`config.mk`:
```
export PLATFORM = sky130hd
export DESIGN_NAME = motor_position_servo
export DESIGN_NICKNAME = d
export VERILOG_FILES = /design/src/rtl/motor_position_servo.sv
export SDC_FILE = /design/constraint.sdc
export NUM_CORES = 1
export LEC_CHECK = 0
export BUFFER_PORTS_ARGS = -buffer_cell sky130_fd_sc_hd__buf_2
export CAP_MARGIN = 0
export CORE_MARGIN = 2
export CORE_UTILIZATION = 35
export DETAILED_ROUTE_END_ITERATION = 10
export MAX_ROUTING_LAYER = met4
export SYNTH_ARGS = -nofsm -noshare
export SYNTH_HDL_FRONTEND = slang
export SYNTH_SLANG_ARGS = --single-unit
export TNS_END_PERCENT = 5
```
`constraint.sdc`:
```
create_clock -name motor_clk -period 5.2 [get_ports motor_clk]
set_input_delay 1.04 -clock motor_clk [delete_from_list [all_inputs] [get_ports motor_clk]]
set_output_delay 1.04 -clock motor_clk [all_outputs]
set_load 0.05 [all_outputs]
```
`src/rtl/motor_position_servo.sv`:
```
// Closed-loop lift position servo: quadrature decode, three-speed band profile,
// start/settle/stall FSM and a dead-timed dual-PWM H-bridge driver.
module motor_position_servo #(
  parameter int POS_W      = 32,
  parameter int CNT_W      = 8,
  parameter int FLOOR_LEN  = 7000,
  parameter int PWM_PERIOD = 1000,
  parameter int FAST_BAND  = 500,
  parameter int MID_BAND   = 100,
  parameter int STOP_BAND  = 10,
  parameter int FAST_DUTY  = 1000,
  parameter int MID_DUTY   = 600,
  parameter int SLOW_DUTY  = 380,
  parameter int SETTLE_CYC = 1000,
  parameter int STALL_CYC  = 1000000
) (
  input  logic             motor_clk,
  input  logic             motor_reset,
  input  logic             move_start,
  input  logic [CNT_W-1:0] move_floor_cnt,
  input  logic             move_abort,
  input  logic [1:0]       move_encoder,
  output logic             motor_A,
  output logic             motor_B,
  output logic             move_busy,
  output logic             move_done,
  output logic             move_fault,
  output logic [POS_W-1:0] position,
  output logic [POS_W-1:0] target
);

  localparam int PwmW    = (PWM_PERIOD > 1) ? $clog2(PWM_PERIOD) : 1;
  localparam int DutyW   = $clog2(PWM_PERIOD + 1);
  localparam int SettleW = (SETTLE_CYC > 1) ? $clog2(SETTLE_CYC) : 1;
  localparam int StallW  = (STALL_CYC > 1) ? $clog2(STALL_CYC) : 1;
  localparam int ErrW    = POS_W + 1;
  localparam int FastD   = (FAST_DUTY > PWM_PERIOD) ? PWM_PERIOD : FAST_DUTY;
  localparam int MidD    = (MID_DUTY > PWM_PERIOD) ? PWM_PERIOD : MID_DUTY;
  localparam int SlowD   = (SLOW_DUTY > PWM_PERIOD) ? PWM_PERIOD : SLOW_DUTY;

  typedef enum logic [1:0] {StIdle, StMove, StSettle, StFault} state_e;

  state_e              state_q, state_d;
  logic [1:0]          enc_meta_q, enc_sync_q, enc_prev_q;
  logic [POS_W-1:0]    position_q, target_q, target_d;
  logic [SettleW-1:0]  settle_q, settle_d;
  logic [StallW-1:0]   stall_q, stall_d;
  logic [PwmW-1:0]     pwm_cnt_q, pwm_cnt_d;
  logic [DutyW-1:0]    duty_q, duty_d, band_duty;
  logic                dir_q, dir_d;
  logic [1:0]          enc_diff;
  logic                cnt_up, cnt_dn, pos_change;
  logic [POS_W-1:0]    floor_ext, step;
  logic signed [ErrW-1:0] err;
  logic [ErrW-1:0]     err_abs;
  logic                in_band, dir_rev, drive_en, pwm_wrap, pwm_on, done;

  function automatic logic [1:0] gray2bin(input logic [1:0] g);
    return {g[1], g[1] ^ g[0]};
  endfunction

  // Gray index difference: +1 forward, -1 reverse, 2 is an illegal double jump
  assign enc_diff   = gray2bin(enc_sync_q) - gray2bin(enc_prev_q);
  assign cnt_up     = (enc_diff == 2'd1);
  assign cnt_dn     = (enc_diff == 2'd3);
  assign pos_change = cnt_up | cnt_dn;

  assign floor_ext = {{(POS_W - CNT_W){move_floor_cnt[CNT_W-1]}}, move_floor_cnt};
  assign step      = floor_ext * POS_W'(FLOOR_LEN);

  assign err     = $signed({target_q[POS_W-1], target_q}) - $signed({position_q[POS_W-1], position_q});
  assign err_abs = err[ErrW-1] ? $unsigned(-err) : $unsigned(err);
  assign in_band = (err_abs <= ErrW'(STOP_BAND));
  assign dir_rev = err[ErrW-1];

  always_comb begin
    band_duty = '0;
    if (err_abs > ErrW'(FAST_BAND))      band_duty = DutyW'(FastD);
    else if (err_abs > ErrW'(MID_BAND))  band_duty = DutyW'(MidD);
    else if (err_abs > ErrW'(STOP_BAND)) band_duty = DutyW'(SlowD);
  end

  always_comb begin
    state_d  = state_q;
    target_d = target_q;
    settle_d = settle_q;
    stall_d  = '0;
    done     = 1'b0;
    unique case (state_q)
      StIdle: begin
        if (move_start && !move_abort) begin
          target_d = target_q + step;
          state_d  = StMove;
        end
      end
      StMove: begin
        stall_d = pos_change ? '0 : stall_q + StallW'(1);
        if (move_abort) begin
          target_d = position_q;
          state_d  = StIdle;
        end else if (in_band) begin
          settle_d = '0;
          state_d  = StSettle;
        end else if (!pos_change && stall_q == StallW'(STALL_CYC - 1)) begin
          state_d = StFault;
        end
      end
      StSettle: begin
        if (move_abort) begin
          target_d = position_q;
          state_d  = StIdle;
        end else if (!in_band) begin
          state_d = StMove;
        end else if (settle_q == SettleW'(SETTLE_CYC - 1)) begin
          done    = 1'b1;
          state_d = StIdle;
        end else begin
          settle_d = settle_q + SettleW'(1);
        end
      end
      StFault: begin
        if (move_abort) begin
          target_d = position_q;
          state_d  = StIdle;
        end
      end
      default: state_d = StIdle;
    endcase
  end

  assign drive_en = (state_q == StMove) && !move_abort && !in_band;
  assign pwm_wrap = (pwm_cnt_q == PwmW'(PWM_PERIOD - 1));

  // Duty/direction only change at wrap; a reversal first latches one empty period
  always_comb begin
    pwm_cnt_d = pwm_wrap ? '0 : pwm_cnt_q + PwmW'(1);
    duty_d    = duty_q;
    dir_d     = dir_q;
    if (!drive_en) begin
      duty_d = '0;
    end else if (pwm_wrap) begin
      if (dir_rev != dir_q) begin
        duty_d = '0;
        dir_d  = dir_rev;
      end else begin
        duty_d = band_duty;
      end
    end
  end

  always_ff @(posedge motor_clk or posedge motor_reset) begin
    if (motor_reset) begin
      state_q    <= StIdle;
      enc_meta_q <= '0;
      enc_sync_q <= '0;
      enc_prev_q <= '0;
      position_q <= '0;
      target_q   <= '0;
      settle_q   <= '0;
      stall_q    <= '0;
      pwm_cnt_q  <= '0;
      duty_q     <= '0;
      dir_q      <= 1'b0;
    end else begin
      state_q    <= state_d;
      enc_meta_q <= move_encoder;
      enc_sync_q <= enc_meta_q;
      enc_prev_q <= enc_sync_q;
      if (cnt_up)      position_q <= position_q + POS_W'(1);
      else if (cnt_dn) position_q <= position_q - POS_W'(1);
      target_q   <= target_d;
      settle_q   <= settle_d;
      stall_q    <= stall_d;
      pwm_cnt_q  <= pwm_cnt_d;
      duty_q     <= duty_d;
      dir_q      <= dir_d;
    end
  end

  assign pwm_on     = (DutyW'(pwm_cnt_q) < duty_q);
  assign motor_A    = drive_en && pwm_on && !dir_q;
  assign motor_B    = drive_en && pwm_on && dir_q;
  assign move_busy  = (state_q == StMove) || (state_q == StSettle);
  assign move_fault = (state_q == StFault);
  assign move_done  = done;
  assign position   = position_q;
  assign target     = target_q;

endmodule

```
=== After elaboration in Yosys (flattened, before gate mapping) ===
Cells that the tools add are included.

* Bits in registers: 123
* Bits of input ports: 14
* Output and inout bits: 69
* Word-level logic and storage cells: 103

* Add/subtract/negate cells: 9
* $mul: 1
* Order comparisons: 5
* Equal/unequal tests: 20
* Mux-type cells: 34
* Bitwise gates (word level): 3
* Reductions and logical operators: 20

{| class="wikitable"
|+ Operators by type and width
! kind !! count
|-
| 32-bit 2-to-1 mux || 4
|-
| 10-bit 2-to-1 mux || 11
|-
| 32-bit case mux with 2 select lines || 1
|-
| 20-bit 2-to-1 mux || 2
|-
| 33-bit by 4-bit > comparator with 1-bit output (second input constant) || 1
|-
| 33-bit by 7-bit > comparator with 1-bit output (second input constant) || 1
|-
| 33-bit by 9-bit > comparator with 1-bit output (second input constant) || 1
|-
| 33-bit by 4-bit less-or-equal comparator with 1-bit output (second input constant) || 1
|-
| 33-bit 2-to-1 mux || 1
|-
| 33-bit negation || 1
|-
| 32-bit by 32-bit subtractor with 33-bit output || 1
|-
| 32-bit by 1-bit adder with 32-bit output (second input constant) || 1
|-
| 32-bit adder || 1
|-
| 32-bit by 10-bit multiplier with 29-bit output (second input constant) || 1
|-
| 32-bit by 1-bit subtractor with 32-bit output (second input constant) || 1
|-
| 10-bit by 1-bit adder with 10-bit output (second input constant) || 2
|-
| 20-bit by 1-bit adder with 20-bit output (second input constant) || 1
|-
| 10-bit equality test (second input constant) || 2
|-
| 20-bit equality test (second input constant) || 1
|-
| 10-bit case mux with 2 select lines || 1
|-
| 2-bit 2-to-1 mux || 8
|-
| 2-bit != test (second input constant) || 7
|-
| 10-bit less-than comparator || 1
|-
| 9-bit 2-to-1 mux || 1
|-
| 20 further kinds || 39
|}

=== Longest topological paths before layout ===
* Depth after elaboration: 10
* Gate-level depth with buffers: 32

=== Worst setup path before layout ===
OpenSTA, ideal clock, no wires.

* Kind: register to output
* Start point: register position_q[5], in the netlist position[5]
* End point: output motor_A
* Data arrival time: 6.455 ns
* Setup slack: -2.295 ns
* Cell stages (with the launch flop): 17
* Buffers on the path: 1
* Cell sequence: dfrtp_1 > inv_1 > ha_1 > a21o_1 > or3_1 > o211ai_2 > a21oi_1 > xor2_1 > or3_1 > buf_2 > nor4_1 > nand4_1 > nor4b_1 > nor4_2 > nand4_4 > nand2_1 > a2111oi_0

* Cells in the longest elaborated chain, start to end: 8

{| class="wikitable"
|+ Ends and longest elaborated chain
! item !! line !! source
|-
| start, declared || 45 || <nowiki>logic [POS_W-1:0] position_q, target_q, target_d;</nowiki>
|-
| start signal, assigned || 169 || <nowiki>if (cnt_up) position_q <= position_q + POS_W'(1);</nowiki>
|-
| start signal, assigned || 170 || <nowiki>else if (cnt_dn) position_q <= position_q - POS_W'(1);</nowiki>
|-
| 32-bit by 32-bit subtractor with 33-bit output * || 71 || <nowiki>assign err = $signed({target_q[POS_W-1], target_q}) - $signed({position_q[POS_W-1], position_q});</nowiki>
|-
| 33-bit negation || 72 || <nowiki>assign err_abs = err[ErrW-1] ? $unsigned(-err) : $unsigned(err);</nowiki>
|-
| 33-bit 2-to-1 mux * || 72 ||
|-
| 33-bit by 4-bit less-or-equal comparator with 1-bit output * || 73 || <nowiki>assign in_band = (err_abs <= ErrW'(STOP_BAND));</nowiki>
|-
| 1-bit logical NOT * || 131 || <nowiki>assign drive_en = (state_q == StMove) && !move_abort && !in_band;</nowiki>
|-
| 1-bit logical AND * || 131 ||
|-
| 1-bit logical AND * (2 in series) || 181 || <nowiki>assign motor_A = drive_en && pwm_on && !dir_q;</nowiki>
|-
| end, declared || 23 || <nowiki>output logic motor_A,</nowiki>
|}

Every way passes the cells marked *; elsewhere a longest branch is shown, timed or not.

=== Worst setup path in the final report ===
* Start point: input move_floor_cnt[6]
* End point: register target_q[31], in the netlist target[31]

* Cells in the longest elaborated chain, start to end: 4

{| class="wikitable"
|+ Ends and longest elaborated chain
! item !! line !! source
|-
| start, declared || 20 || <nowiki>input logic [CNT_W-1:0] move_floor_cnt,</nowiki>
|-
| 32-bit by 10-bit multiplier with 29-bit output || 69 || <nowiki>assign step = floor_ext * POS_W'(FLOOR_LEN);</nowiki>
|-
| 32-bit adder || 92 || <nowiki>target_d = target_q + step;</nowiki>
|-
| 32-bit 2-to-1 mux || 91 || <nowiki>if (move_start && !move_abort) begin</nowiki>
|-
| 32-bit case mux with 2 select lines || 89 || <nowiki>unique case (state_q)</nowiki>
|-
| end signal, assigned || 171 || <nowiki>target_q <= target_d;</nowiki>
|-
| end, declared || 45 ||
|}

No other way between the ends. The select of a mux whose other input is x is not followed.
A chain may end at the register's enable or synchronous reset.

==> results.yml <==
worst_setup_path:
  crit_top_cell: "fa_1"
  cpMaxStageDelayCell: "fa_1"
  critPathMaxStageDelay_ns: 0.51
  critPathRequiredTime_ns: 5.55
  critPathBufInv: 7
  worst-path-max-fanout: 4
  crit_path_end_kind: "register"
  crit_arrival_ns: 7.25
  path_class: "input port to register"
  cp_top_family: "adder cells"
  crit_path_start_kind: "input port"
placement:
  io_buffers: 82
  placed_cells: 2554
  gp_congestion: 0.875
  dp_hpwl_um: 31900
route:
  antenna_left: 0
  dr_wl_met3_um: 1250
  met1_length_um: 17500
  wl_per_cell_um: 15.3
  first_iter_violations: 552
  maxUsedRoutingLayer: "met4"
  vias: 13200
  first_pass_iters: 5
  drc: 0
  vias_per_cell: 5.06
  wl_um: 39700
  met2_length_um: 19800
cells_and_area:
  nets: 2286
  antenna_cells: 0
  layout_common_cells: "370 x buf_4, 149 x nor2_1, 147 x inv_1, 141 x ha_1, 119 x dfrtp_1"
  drive_above_1_share_pct: 30.0
  fin_util_pct: 48.2
  nFillCells: 3702
  multi_input_area_um2: 10400
  seq_area_um2: 2980
  area_delta_synth_final_pct: 36.7
  fin_cells: 2600
  final_common_cell: "buf_4"
synthesis:
  syn_inst: 1637
  avgSynthCellArea_um2: 8.26
  ys_seq_elements: 119
  yosysTopAreaCell: "dfrtp_1"
  synthDistinctLibCells: 85
  synth_area_um2: 13500
  async_reset_ff_share_pct: 100
  yosys_warnings: 0
  synth_edf_count: 0
  syn-num-nets: 1854
  synthTopCellsByArea: "dfrtp_1 22%, ha_1 15%, xnor2_1 5.9%"
  ys_seq_area_share_pct: 22.0
  synth_ff_type: "dfrtp_1"
  netlist.area_leader.share_pct: 22.0
clock_tree:
  cts_sinks: 119
  ctsHtreeMaxLevel: 4
  cts_made_buffers: 17
  clockBufferDepth: 2
  clkTransAtPathRegs_ns: 0.06
  cts_tree: "built"
  cts_root_buffer: "clkbuf_16"
  clk-insertion-delay-late_ns: 0.44
timing:
  fin_ws_ns: -1.70
  finalHoldViolations: 0
  fin_crit_sh_pct: 133
  worst_slew_pin_slew_ns: 1.25
  slew-limit-headroom_pct: 16.1
  rsz0062_at_grt: "true"
  min_period_ns: 6.90
  setup_viol: 22
  whs_ns: 0.350
  report.final.slew_viol_count: 0
  finClkSkew_ns: 0.0107
  fmax_mhz: 145
floorplanning:
  floorplan.die.width_um: 201
  initial_core_util_pct: 35.3
  ios: 83
  coreArea_um2: 38400
  die_area_um2: 40200
  rows: 72
  die_h_um: 201
grt:
  grt_max_degree: 70
  overflow: 0
  grt_pass1_vias: 13200
  grtUsageTotal_pct: 20.4
  antenna_found_initial: 0
  grt_pass1_wl_um: 65600
min_path:
  hold_class: "register to register"
outcome:
  violations: "setup timing"
  outcome: "complete, but fails checks"
job:
  max_cap_violations: 0
worst paths after layout:
kind | startpoint | endpoint | slack, ns | depth (start not counted)
setup / recovery | move_floor_cnt[6] | target[31] | -1.70 | 32
hold / removal | enc_meta_q[0] | enc_sync_q[0] | 0.35 | 0
setup reg to reg | position[3] | settle_q[5] | 0.09 | 19
hold reg to reg | enc_meta_q[0] | enc_sync_q[0] | 0.35 | 0
max in group asynchronous | motor_reset | target[21] | 3.67 | 3
min in group asynchronous | motor_reset | enc_sync_q[1] | 0.70 | 2
worst reg2reg max path, stage by stage (launching register included):
cell and delay, ns:
dfrtp_1 0.38, inv_1 0.10, ha_4 0.22, a21oi_2 0.16, o21bai_2 0.10, o21bai_4 0.13, a211oi_1 0.08, buf_4 0.15
or4b_4 0.52, buf_4 0.17, nand3_1 0.08, or3b_4 0.39, or4_4 0.54, or4_1 0.42, a21o_1 0.20, a221oi_4 0.30
nand4_4 0.16, buf_6 0.18, or3_4 0.40, o41ai_2 0.32
Yosys cell counts, drive strengths merged (5+ instances only):
| cell type | n |
|---|---|
| a2111oi | 9 |
| a211o | 5 |
| a211oi | 7 |
| a21boi | 10 |
| a21o | 36 |
| a21oi | 121 |
| a31oi | 22 |
| a41oi | 5 |
| and2 | 15 |
| and3 | 18 |
| and4 | 5 |
| buf | 10 |
| clkbuf | 29 |
| dfrtp | 119 |
| fa | 37 |
| ha | 166 |
| inv | 159 |
| mux2 | 8 |
| mux2i | 27 |
| nand2 | 111 |
| nand2b | 24 |
| nand3 | 52 |
| nand4 | 18 |
| nor2 | 156 |
| nor2b | 14 |
| nor3 | 41 |
| nor4 | 14 |
| nor4b | 5 |
| o211ai | 12 |
| o21a | 14 |
| o21ai | 92 |
| o21bai | 24 |
| o22ai | 5 |
| o31a | 5 |
| o31ai | 20 |
| o41ai | 5 |
| or2 | 9 |
| or3 | 14 |
| or4 | 8 |
| xnor2 | 91 |
| xor2 | 48 |
kinds of logic after synthesis:
family,Yosys count,share of synthesized area [%]
AND/OR/NAND/NOR,517,19.0
multiplexers,35,2.66
buffers and inverters,199,5.71
flip-flops,119,22.0
XOR/XNOR,139,9.00
AO/OA/AOI/OAI,425,20.8
adder cells (fa/ha/maj),203,20.8
metrics by stage:
step | worst slack, ns | TNS, ns | area (µm²)
floorplan | -1.80 | -23.39 | 13700
global placement | -2.25 | -30.02 | 17300
detailed placement | -2.32 | -31.53 | 17300
CTS | -1.70 | -19.99 | 18100
global route | -1.99 | -26.35 | 18500
finish | -1.70 | -20.33 | 18500
flip-flops by register name (all words and copies together) (netlist names):
| name | count |
|---|---|
| settle_q | 10 |
| enc_sync_q | 2 |
| target | 32 |
| dir_q | 1 |
| stall_q | 20 |
| position | 32 |
| duty_q | 6 |
| enc_prev_q | 2 |
| state_q | 2 |
| enc_meta_q | 2 |
| pwm_cnt_q | 10 |
area by class of cell:
| cell class | count | share of cell area (%) |
|---|---|---|
| inverters | 160 | 3.28 |
| repair buffers | 452 | 17.5 |
| multi-input cells | 1319 | 56.3 |
| clock buffers | 17 | 2.30 |
| flip-flops and latches | 119 | 16.1 |
| clock inverters | 15 | 1.02 |
| well taps | 518 | 3.50 |
what timing repair did:
action / in CTS / in global routing
hold buffers: 0 / 0
setup buffers: 8 / 7
pin swaps: 33 / 47
resized for setup: 36 / 70
setup endpoints to repair: 30 / 40
layer usage:
layer,GRT usage [%],vias up
li1,-,6701
met1,24.1,6213
met2,35.2,195
met3,3.25,54
met4,7.09,0
met5,-,-
Power is left out: the tool's default activity adds up to more than one toggle a clock period on the data nets, which glitch-free logic cannot reach.
